--- config.mk ---
export PLATFORM = sky130hd
export DESIGN_NAME = button_step_counter
export DESIGN_NICKNAME = d
export VERILOG_FILES = /design/src/rtl/button_step_counter_pkg.sv /design/src/rtl/button_step_counter_conditioner.sv /design/src/rtl/button_step_counter.sv
export SDC_FILE = /design/constraint.sdc
export NUM_CORES = 1
export LEC_CHECK = 0
export ABC_AREA = 0
export CORE_MARGIN = 10
export CORE_UTILIZATION = 30
export CTS_CLUSTER_DIAMETER = 60
export CTS_CLUSTER_SIZE = 25
export DETAILED_ROUTE_END_ITERATION = 6
export DONT_BUFFER_PORTS = 1
export GPL_ROUTABILITY_DRIVEN = 0
export GPL_TIMING_DRIVEN = 0
export PLACE_DENSITY = 0.55
export SYNTH_ARGS = -nofsm -noshare
export SYNTH_HDL_FRONTEND = slang
export SYNTH_HIERARCHICAL = 1
export SYNTH_SLANG_ARGS = --single-unit
--- constraint.sdc ---
create_clock -name clk -period 3.8 [get_ports clk]
set_input_delay 0.38 -clock clk [delete_from_list [all_inputs] [get_ports clk]]
set_output_delay 0.38 -clock clk [all_outputs]
set_load 0.01 [all_outputs]
--- src/rtl/button_step_counter_pkg.sv ---
// Shared types and default timing for the push-button step counter.
// Holds the conditioner state encoding, the step operation codes and a counter-width helper.
package button_pkg;

  typedef enum logic [1:0] {
    IDLE   = 2'd0,
    HOLD   = 2'd1,
    REPEAT = 2'd2
  } btn_state_t;

  typedef enum logic [2:0] {
    OP_NONE = 3'd0,
    OP_CLR  = 3'd1,
    OP_UP   = 3'd2,
    OP_DN   = 3'd3,
    OP_SUB  = 3'd4,
    OP_ADD  = 3'd5
  } step_op_t;

  localparam int DEF_WIDTH           = 16;
  localparam int DEF_SYNC_STAGES     = 2;
  localparam int DEF_DEBOUNCE_CYCLES = 1_000_000;
  localparam int DEF_REPEAT_EN       = 1;
  localparam int DEF_REPEAT_DELAY    = 50_000_000;
  localparam int DEF_REPEAT_PERIOD   = 10_000_000;

  // Bits needed to count 0..max_count-1, never less than one bit.
  function automatic int cnt_width(input int max_count);
    return (max_count < 2) ? 1 : $clog2(max_count);
  endfunction

endpackage

--- src/rtl/button_step_counter_conditioner.sv ---
// One push-button channel: synchroniser, debouncer and press/auto-repeat pulse engine.
// The pulse is a single-cycle strobe on each press and on each repeat tick while held.
module button_conditioner
  import button_pkg::*;
#(
  parameter int SYNC_STAGES     = DEF_SYNC_STAGES,
  parameter int DEBOUNCE_CYCLES = DEF_DEBOUNCE_CYCLES,
  parameter int REPEAT_EN       = DEF_REPEAT_EN,
  parameter int REPEAT_DELAY    = DEF_REPEAT_DELAY,
  parameter int REPEAT_PERIOD   = DEF_REPEAT_PERIOD
) (
  input  logic clk,
  input  logic rst,
  input  logic in,
  output logic level,
  output logic pulse
);

  localparam int DB_W   = cnt_width(DEBOUNCE_CYCLES);
  localparam int TM_MAX = (REPEAT_DELAY > REPEAT_PERIOD) ? REPEAT_DELAY : REPEAT_PERIOD;
  localparam int TM_W   = cnt_width(TM_MAX);

  localparam logic [1:0] ST_IDLE   = IDLE;
  localparam logic [1:0] ST_HOLD   = HOLD;
  localparam logic [1:0] ST_REPEAT = REPEAT;

  localparam logic [DB_W-1:0] DB_LAST    = DB_W'(DEBOUNCE_CYCLES - 1);
  localparam logic [TM_W-1:0] DELAY_LAST = TM_W'(REPEAT_DELAY - 1);
  localparam logic [TM_W-1:0] PER_LAST   = TM_W'(REPEAT_PERIOD - 1);

  logic [SYNC_STAGES-1:0] sync_r;
  logic                   synced_s;
  logic [DB_W-1:0]        db_cnt_r;
  logic                   level_r;
  logic [1:0]             state_r;
  logic [TM_W-1:0]        tmr_r;
  logic                   pulse_r;

  assign synced_s = sync_r[SYNC_STAGES-1];
  assign level    = level_r;
  assign pulse    = pulse_r;

  // Metastability synchroniser shift chain.
  always_ff @(posedge clk or negedge rst) begin
    if (!rst) sync_r <= {SYNC_STAGES{1'b0}};
    else      sync_r <= {sync_r[SYNC_STAGES-2:0], in};
  end

  // Debounce: adopt the synced value once it has differed for DEBOUNCE_CYCLES cycles in a row.
  always_ff @(posedge clk or negedge rst) begin
    if (!rst) begin
      db_cnt_r <= {DB_W{1'b0}};
      level_r  <= 1'b0;
    end else if (synced_s != level_r) begin
      if (db_cnt_r == DB_LAST) begin
        level_r  <= synced_s;
        db_cnt_r <= {DB_W{1'b0}};
      end else begin
        db_cnt_r <= db_cnt_r + DB_W'(1);
      end
    end else begin
      db_cnt_r <= {DB_W{1'b0}};
    end
  end

  // Press / hold / repeat state machine producing the step pulses.
  always_ff @(posedge clk or negedge rst) begin
    if (!rst) begin
      state_r <= ST_IDLE;
      tmr_r   <= {TM_W{1'b0}};
      pulse_r <= 1'b0;
    end else begin
      case (state_r)
        ST_IDLE: begin
          tmr_r   <= {TM_W{1'b0}};
          pulse_r <= level_r;
          if (level_r) state_r <= ST_HOLD;
          else         state_r <= ST_IDLE;
        end
        ST_HOLD: begin
          if (!level_r) begin
            state_r <= ST_IDLE;
            tmr_r   <= {TM_W{1'b0}};
            pulse_r <= 1'b0;
          end else if ((REPEAT_EN != 0) && (tmr_r == DELAY_LAST)) begin
            state_r <= ST_REPEAT;
            tmr_r   <= {TM_W{1'b0}};
            pulse_r <= 1'b1;
          end else begin
            // Without auto-repeat the timer stays parked so it can never wrap.
            tmr_r   <= (REPEAT_EN != 0) ? tmr_r + TM_W'(1) : {TM_W{1'b0}};
            pulse_r <= 1'b0;
          end
        end
        ST_REPEAT: begin
          if (!level_r) begin
            state_r <= ST_IDLE;
            tmr_r   <= {TM_W{1'b0}};
            pulse_r <= 1'b0;
          end else if (tmr_r == PER_LAST) begin
            tmr_r   <= {TM_W{1'b0}};
            pulse_r <= 1'b1;
          end else begin
            tmr_r   <= tmr_r + TM_W'(1);
            pulse_r <= 1'b0;
          end
        end
        default: begin
          state_r <= ST_IDLE;
          tmr_r   <= {TM_W{1'b0}};
          pulse_r <= 1'b0;
        end
      endcase
    end
  end

endmodule

--- src/rtl/button_step_counter.sv ---
// Up/down/step counter driven by five conditioned push-buttons, with wrap or saturate
// arithmetic and a sticky overflow flag.
module button_step_counter
  import button_pkg::*;
#(
  parameter int WIDTH           = DEF_WIDTH,
  parameter int SYNC_STAGES     = DEF_SYNC_STAGES,
  parameter int DEBOUNCE_CYCLES = DEF_DEBOUNCE_CYCLES,
  parameter int REPEAT_EN       = DEF_REPEAT_EN,
  parameter int REPEAT_DELAY    = DEF_REPEAT_DELAY,
  parameter int REPEAT_PERIOD   = DEF_REPEAT_PERIOD
) (
  input  logic             clk,
  input  logic             rst,
  input  logic             btnc,
  input  logic             btnu,
  input  logic             btnd,
  input  logic             btnl,
  input  logic             btnr,
  input  logic [WIDTH-1:0] sw,
  input  logic             mode_sat,
  output logic [WIDTH-1:0] led,
  output logic             ovf,
  output logic             step
);

  logic [4:0]       raw_s;
  logic [4:0]       pulse_s;
  logic [4:0]       unused_level_s;
  step_op_t         op_s;
  logic [WIDTH:0]   operand_s;
  logic             add_s;
  logic [WIDTH:0]   sum_s;
  logic             out_of_range_s;
  logic [WIDTH-1:0] next_led_s;
  logic [WIDTH-1:0] led_r;
  logic             ovf_r;
  logic             step_r;

  // Index order matches priority: clear, up, down, left, right.
  assign raw_s = {btnr, btnl, btnd, btnu, btnc};

  button_conditioner #(
    .SYNC_STAGES    (SYNC_STAGES),
    .DEBOUNCE_CYCLES(DEBOUNCE_CYCLES),
    .REPEAT_EN      (0),
    .REPEAT_DELAY   (REPEAT_DELAY),
    .REPEAT_PERIOD  (REPEAT_PERIOD)
  ) u_cond_clr (
    .clk  (clk),
    .rst  (rst),
    .in   (raw_s[0]),
    .level(unused_level_s[0]),
    .pulse(pulse_s[0])
  );

  for (genvar i = 1; i < 5; i++) begin : g_dir
    button_conditioner #(
      .SYNC_STAGES    (SYNC_STAGES),
      .DEBOUNCE_CYCLES(DEBOUNCE_CYCLES),
      .REPEAT_EN      (REPEAT_EN),
      .REPEAT_DELAY   (REPEAT_DELAY),
      .REPEAT_PERIOD  (REPEAT_PERIOD)
    ) u_cond (
      .clk  (clk),
      .rst  (rst),
      .in   (raw_s[i]),
      .level(unused_level_s[i]),
      .pulse(pulse_s[i])
    );
  end

  // Priority encoder: coincident lower-priority pulses are dropped.
  always_comb begin
    op_s = OP_NONE;
    if      (pulse_s[0]) op_s = OP_CLR;
    else if (pulse_s[1]) op_s = OP_UP;
    else if (pulse_s[2]) op_s = OP_DN;
    else if (pulse_s[3]) op_s = OP_SUB;
    else if (pulse_s[4]) op_s = OP_ADD;
    else                 op_s = OP_NONE;
  end

  // WIDTH+1 bit add/subtract; the extra bit flags carry-out or borrow.
  always_comb begin
    operand_s = {(WIDTH + 1){1'b0}};
    add_s     = 1'b1;
    case (op_s)
      OP_UP:   begin operand_s = (WIDTH + 1)'(1); add_s = 1'b1; end
      OP_DN:   begin operand_s = (WIDTH + 1)'(1); add_s = 1'b0; end
      OP_SUB:  begin operand_s = {1'b0, sw};      add_s = 1'b0; end
      OP_ADD:  begin operand_s = {1'b0, sw};      add_s = 1'b1; end
      default: begin operand_s = {(WIDTH + 1){1'b0}}; add_s = 1'b1; end
    endcase
    if (add_s) sum_s = {1'b0, led_r} + operand_s;
    else       sum_s = {1'b0, led_r} - operand_s;
    out_of_range_s = sum_s[WIDTH];
    if (!out_of_range_s) next_led_s = sum_s[WIDTH-1:0];
    else if (mode_sat)   next_led_s = add_s ? {WIDTH{1'b1}} : {WIDTH{1'b0}};
    else                 next_led_s = sum_s[WIDTH-1:0];
  end

  // Count, sticky overflow and step strobe registers.
  always_ff @(posedge clk or negedge rst) begin
    if (!rst) begin
      led_r  <= {WIDTH{1'b0}};
      ovf_r  <= 1'b0;
      step_r <= 1'b0;
    end else begin
      case (op_s)
        OP_CLR: begin
          led_r  <= {WIDTH{1'b0}};
          ovf_r  <= 1'b0;
          step_r <= 1'b0;
        end
        OP_NONE: begin
          step_r <= 1'b0;
        end
        default: begin
          led_r  <= next_led_s;
          ovf_r  <= ovf_r | out_of_range_s;
          step_r <= 1'b1;
        end
      endcase
    end
  end

  assign led  = led_r;
  assign ovf  = ovf_r;
  assign step = step_r;

endmodule
==> flow_summary.toml, run 1 <==
[timing]
timing.fmax_mhz = 262.9
fin_setup_tns_ps = -9.423
fin_crit_sh_pct = 100.1
fin_crit_ps = 3804
max_slew_margin_pct = 44.63
finalWorstSetupSlack_ps = -4.225
hold_viol_final = 251
skew_ps = 38.05
drv_slew = 0
worst_slew_pin_slew_ps = 823.0
finalSetupViolations = 4
holdWs_ps = -486.5
rsz0062_at_grt = "true"

[clock_tree]
clock_latency_ps = 580
path_clk_slew_ps = 70
cts_hold_buf = 5
clock_path_buffers = 3
cts_tree = "yes"
cts_root_buffer = "clkbuf_16"
numClockSinks = 251
numCtsBuffers = 28
cts.htree.levels = 1

[synthesis]
synth_ff_type = "dfrtp_1"
yosysMostFrequentCell = "nor2_1"
synth-edff-count = 0
yosysSeqAreaShare_pct = 46.02
synth_fp_nets = 1471
syn_area_sq_um = 13650
synthXorXnorAreaFrac_pct = 13.03
synth_top_area_share_pct = 46.02
synthSimpleGateAreaFrac_pct = 26.81
syn_inst = 1404
netlist_top_cells_count = "nor2_1 (261), dfrtp_1 (251), nand2_1 (111), xor2_1 (111), nand3_1 (96)"
yosys.area.top_type = "dfrtp_1"
synth_fa_ha_area_share_pct = 3.997
yosysWarnings = 6
synthArstFlopShare_pct = 100.0
synth_top_family_by_area = "simple AND/OR/NAND/NOR gates"
avgSynthCellArea_sq_um = 9.722
synth_compound_area_share_pct = 6.710
synthMuxAreaShare_pct = 0.7792
synth.distinct_cells = 60
synth_seq_cells = 251
synth_area_leaders = "dfrtp_1 (46%), nor2_1 (7.2%), xor2_1 (7.1%)"

[grt]
track_usage_pct = 10.68
antenna_found_initial = 1
grt_overflow = 0
grt_max_degree = 252
first_global_vias = 10122
grt_pass1_wl_um = 49900

[worst_setup_path]
critPathArrivalTime_ps = 4300
worstSetupStartpointType = "flip-flop"
cp_max_fo = 8
r2r_setup_slack_ps = -4
required_ps = 4300
r2r-end = "led[5]$_DFFE_PN0N_"
critPathKind = "reg -> reg"
endpoint_kind = "flip-flop"
rr_startpoint = "g_dir[1].u_cond/pulse$_DFF_PN0_"
endpoint = "led[5]$_DFFE_PN0N_"
startpoint = "g_dir[1].u_cond/pulse$_DFF_PN0_"
reg2regPathDepth = 17

[place]
dp_hpwl_um = 19610
pre_cts_slack_ps = -631.1
dp.cells = 2004
portBuffers = 0

[layout]
final_cells = 2082
drive_above_1_share_pct = 11.47
final_nets = 1527
diodes = 0
area_delta_synth_final_pct = 15.26
post-route-util_pct = 34.82

[die]
die-area_sq_um = 54430
start_util_pct = 30.21
fp.dieW_um = 233.3
core-area_sq_um = 45190
die_h_um = 233.3
io_pins = 42
rows = 78

[routing]
drtIter0Drc = 549
wl_per_cell_um = 14.10
first_pass_iters = 4
postRouteAntennaNets = 0
num_vias = 10262
vias_per_cell = 4.929
drc = 0
routed_wl_um = 29350

[pwr]
power.leakage_nw = 6.334
worst_ir_drop_vdd_mv = 0.2978
powerDensity_nw_per_um2 = 356.2

[hold_path]
hold_path_class = "in -> async"

[status]
violations = "negative hold slack, negative setup slack"
status = "finished, violations left"

[job]
cap_violations = 0
[logic make-up (layout without fill, tap and decap cells)]
logic type               Yosys count  count (layout)
AO/OA/AOI/OAI                    113             113
buffers and inverters             64             142
adder cells (fa/ha/maj)           43              43
AND/OR/NAND/NOR                  720             720
multiplexers                      10              10
XOR/XNOR                         203             203
flip-flops                       251             251
[layout make-up]
type / instances / area [sq um]
Clock inverter: 19 / 239.0
Clock buffer: 33 / 749.5
Inverter: 28 / 105.1
Timing Repair Buffer: 27 / 232.7
Sequential cell: 251 / 6282
Tap cell: 600 / 750.7
Fill cell: 4535 / 29450
Multi-Input combinational cell: 1089 / 7102
Buffer: 35 / 271.5
[routing by layer]
layer,vias up,share of wire (%),global-route usage (%)
li1,5062,-,-
met1,4963,48,14.48
met5,-,0,0
met4,0,2.5,2.982
met2,185,44,16.71
met3,52,5.5,2.487
[placed cells by master (no fill, tap or decap), types with 6 or more instances in the layout]
cell type / count
buf_4: 21
nor2_1: 260
a21oi_1: 21
nand4b_1: 6
nor3_1: 39
dfrtp_1: 250
a21o_1: 9
nor2b_1: 7
nand4_1: 58
and3_1: 39
clkbuf_16: 29
clkbuf_1: 12
and4_1: 23
buf_6: 13
buf_2: 8
xnor2_1: 92
inv_1: 28
nand2_1: 110
nor4b_1: 17
nand3_1: 95
xor2_1: 111
o211ai_1: 9
o21ai_0: 8
or2_2: 7
nor4_1: 24
o211ai_2: 11
ha_1: 41
[registers in the layout, summed over array words and instances, names as in the netlist]
register and count:
led 16, g_dir.u_cond/level 4, u_cond_clr/state_r 1, g_dir.u_cond/pulse 4, u_cond_clr/sync_r 2, g_dir.u_cond/sync_r 8
u_cond_clr/level 1, u_cond_clr/db_cnt_r 20, ovf 1, g_dir.u_cond/db_cnt_r 80, step 1, g_dir.u_cond/state_r 8
g_dir.u_cond/tmr_r 104, u_cond_clr/pulse 1
[how the worst min path moves through the flow]
stage | from | endpoint | cells after the start
6_report | rst | g_dir[2].u_cond/db_cnt_r[13]$_DFF_PN0_ | 0
5_1_grt | rst | g_dir[3].u_cond/db_cnt_r[2]$_DFF_PN0_ | 0
4_1_cts | rst | g_dir[3].u_cond/db_cnt_r[2]$_DFF_PN0_ | 0
3_5_place_dp | rst | g_dir[2].u_cond/db_cnt_r[12]$_DFF_PN0_ | 0
3_3_place_gp | rst | g_dir[2].u_cond/sync_r[0]$_DFF_PN0_ | 0
2_1_floorplan | rst | g_dir[1].u_cond/db_cnt_r[0]$_DFF_PN0_ | 0
[metrics by stage]
step | total power, mW | instance area [sq um]
after global routing | 5.837 | 15730
after global placement | 2.818 | 14400
after CTS | 5.724 | 15530
final | 5.604 | 15730
after detailed placement | 2.818 | 14400
after floorplan | 2.802 | 13650
[critical path, stage by stage (launching register included)]
cell       delay [ps]
dfrtp_2           450
or3_4             420
nor2_4            150
nand2_4            70
ha_4              200
nand3_4            80
nor3_2             40
nor2_1            140
o211ai_1          140
ha_1              390
a21o_1            210
a31oi_2            70
o211ai_1          260
a31oi_1            90
or4b_4            530
a21o_4            290
clkbuf_16         170
o211ai_2           50
[power breakdown]
part / switching [mW] / internal, mW / total [mW] / leakage [nW]
Clock: 1.23 / 1.60 / 2.83 / 0.476
Combinational: 0.0362 / 0.0277 / 0.0639 / 2.47
Sequential: 0.0188 / 2.69 / 2.71 / 3.39
Total: 1.29 / 4.32 / 5.60 / 6.33
[timing repair]
item                                    in CTS  in global routing
endpoints found under the setup margin      17                 16
resized for setup                           17                 17
hold endpoints to repair                   256                251
pin swaps                                    7                 15
setup buffers                                6                 15
cloned                                       0                  1
Note: power is estimated with default switching activity, not from simulation.
==> run 2, diff against run 1 <==
--- a/config.mk
+++ b/config.mk
@@ -7,14 +7,15 @@
 export LEC_CHECK = 0
 export ABC_AREA = 0
 export CORE_MARGIN = 10
-export CORE_UTILIZATION = 30
+export CORE_UTILIZATION = 58
 export CTS_CLUSTER_DIAMETER = 60
 export CTS_CLUSTER_SIZE = 25
 export DETAILED_ROUTE_END_ITERATION = 6
 export DONT_BUFFER_PORTS = 1
 export GPL_ROUTABILITY_DRIVEN = 0
 export GPL_TIMING_DRIVEN = 0
-export PLACE_DENSITY = 0.55
+export PLACE_DENSITY = 0.86
+export RECOVER_POWER = 100
 export SYNTH_ARGS = -nofsm -noshare
 export SYNTH_HDL_FRONTEND = slang
 export SYNTH_HIERARCHICAL = 1
==> flow_summary.toml, run 2 (synthesis results as in run 1) <==
[grt]
first_global_vias = 10440
grt_pass1_wl_um = 49020
track_usage_pct = 18.45
antenna_found_initial = 1
grt_overflow = 0
grt_max_degree = 252

[layout]
top_register = "g_dir.u_cond/tmr_r"
final_cell_area_sq_um = 15200
final_cells = 1789
final_cell_mix = "nor2_1 (260), dfrtp_1 (250), xor2_1 (111)"
drive_above_1_share_pct = 10.76
final_nets = 1520
layout_commonest_cell = "nor2_1"
top_regs = "g_dir.u_cond/tmr_r x104, g_dir.u_cond/db_cnt_r x80, u_cond_clr/db_cnt_r x20"
largest_register_ffs = 104
area_delta_synth_final_pct = 11.38
post-route-util_pct = 65.16

[timing]
timing.fmax_mhz = 265.8
fin_crit_ps = 3763
finalWorstSetupSlack_ps = 37.20
hold_viol_final = 251
worst_slew_pin_slew_ps = 833.7
rsz0062_at_grt = "true"
holdWs_ps = -435.8
finalSetupViolations = 0
fin_crit_sh_pct = 99.02
max_slew_margin_pct = 43.91
drv_slew = 0
skew_ps = 11.12
fin_setup_tns_ps = 0

[clock_tree]
numClockSinks = 251
cts_hold_buf = 5
cts_tree = "yes"
numCtsBuffers = 23
clock_path_buffers = 3
cts_root_buffer = "clkbuf_16"
path_clk_slew_ps = 70
cts.htree.levels = 1
clock_latency_ps = 520

[place]
dpl_cell_area_sq_um = 14050
portBuffers = 0
pre_cts_slack_ps = -493.2
dp.cells = 1723
dp_hpwl_um = 19080

[worst_setup_path]
endpoint_kind = "flip-flop"
critPathMaxStageDelay_ps = 530
crit_chain = "buf_4 > nor2_1 > a21o_4 > ha_4 > nand3_4 > nor3_1 > nor2_1 > nand3_1 > o211ai_1 > ha_1 > a21o_1 > a31oi_2 > o211ai_1 > a31oi_1 > or4b_4 > a21o_4 > buf_12 > o211ai_2"
cp_max_fo = 10
required_ps = 4230
path_buf_inv = 2
critPathKind = "reg -> reg"
critPathArrivalTime_ps = 4190
slowest_stage = "or4b_4"
crit_family = "compound AO/OA/AOI/OAI gates"
worstSetupStartpointType = "flip-flop"

[routing]
first_pass_iters = 5
routed_wl_um = 29240
num_vias = 10679
met1_length_um = 12630
met2WireLength_um = 14030
postRouteAntennaNets = 0
drtIter0Drc = 1040
top_layer = "met4"
wl_met3_um = 1813
drc = 0
wl_per_cell_um = 16.34
vias_per_cell = 5.969

[job]
cap_violations = 0

[die]
rows = 56
die-area_sq_um = 30070
start_util_pct = 58.50
die_h_um = 173.4
fp.dieW_um = 173.4
core-area_sq_um = 23330
io_pins = 42

[pwr]
powerDensity_nw_per_um2 = 350.9
worst_ir_drop_vdd_mv = 0.3542
p_total_mw = 5.334
power.leakage_nw = 6.232

[status]
violations = "negative hold slack"
status = "finished, violations left"

[hold_path]
hold_path_class = "in -> async"
[run 2: cell count changes in the layout (fill, tap and decap cells not counted), sizes merged]
cell / before / now
diode: 0 / 1
clkbuf: 46 / 37
buf: 44 / 43
inv: 33 / 36
clkinv: 10 / 1
bufinv: 2 / 5
[run 2: final timing paths]
kind | startpoint | to | slack (ps) | cells after the start
worst max-delay path | g_dir[1].u_cond/pulse$_DFF_PN0_ | led[8]$_DFFE_PN0N_ | 40 | 18
worst min-delay path | rst | g_dir[3].u_cond/db_cnt_r[10]$_DFF_PN0_ | -440 | 0
worst max register to register | g_dir[1].u_cond/pulse$_DFF_PN0_ | led[8]$_DFFE_PN0N_ | 40 | 18
worst min register to register | g_dir[3].u_cond/sync_r[0]$_DFF_PN0_ | g_dir[3].u_cond/sync_r[1]$_DFF_PN0_ | 350 | 0
max in group asynchronous | rst | g_dir[4].u_cond/db_cnt_r[13]$_DFF_PN0_ | 3720 | 0
min in group clk | g_dir[3].u_cond/sync_r[0]$_DFF_PN0_ | g_dir[3].u_cond/sync_r[1]$_DFF_PN0_ | 350 | 0
[run 2: area by class of cell]
| cell class | count | area [sq um] |
|---|---|---|
| fillers | 1795 | 8129 |
| clock buffers | 25 | 583.1 |
| multi-input cells | 1089 | 7104 |
| diodes | 1 | 2.502 |
| plain buffers | 35 | 269.0 |
| repair buffers | 25 | 212.7 |
| well taps | 319 | 399.1 |
| flip-flops and latches | 251 | 6282 |
| inverters | 28 | 105.1 |
| clock inverters | 16 | 245.2 |
[run 2: metal layers]
| layer | track usage [%] | up-vias |
|---|---|---|
| met4 | 4.923 | 0 |
| met2 | 31.07 | 330 |
| li1 | - | 5047 |
| met5 | 0 | - |
| met3 | 3.420 | 75 |
| met1 | 23.93 | 5227 |
[run 2: power breakdown]
| part | internal [mW] | switching [mW] |
|---|---|---|
| Clock | 1.49 | 1.08 |
| Combinational | 0.0278 | 0.0358 |
| Sequential | 2.69 | 0.0185 |
| Total | 4.20 | 1.13 |
[run 2: timing repair]
item / in CTS / in global routing
hold endpoints to repair: 256 / 251
pin swaps: 5 / 18
setup endpoints to repair: 17 / 16
setup buffers: 7 / 13
gates resized for setup: 12 / 19
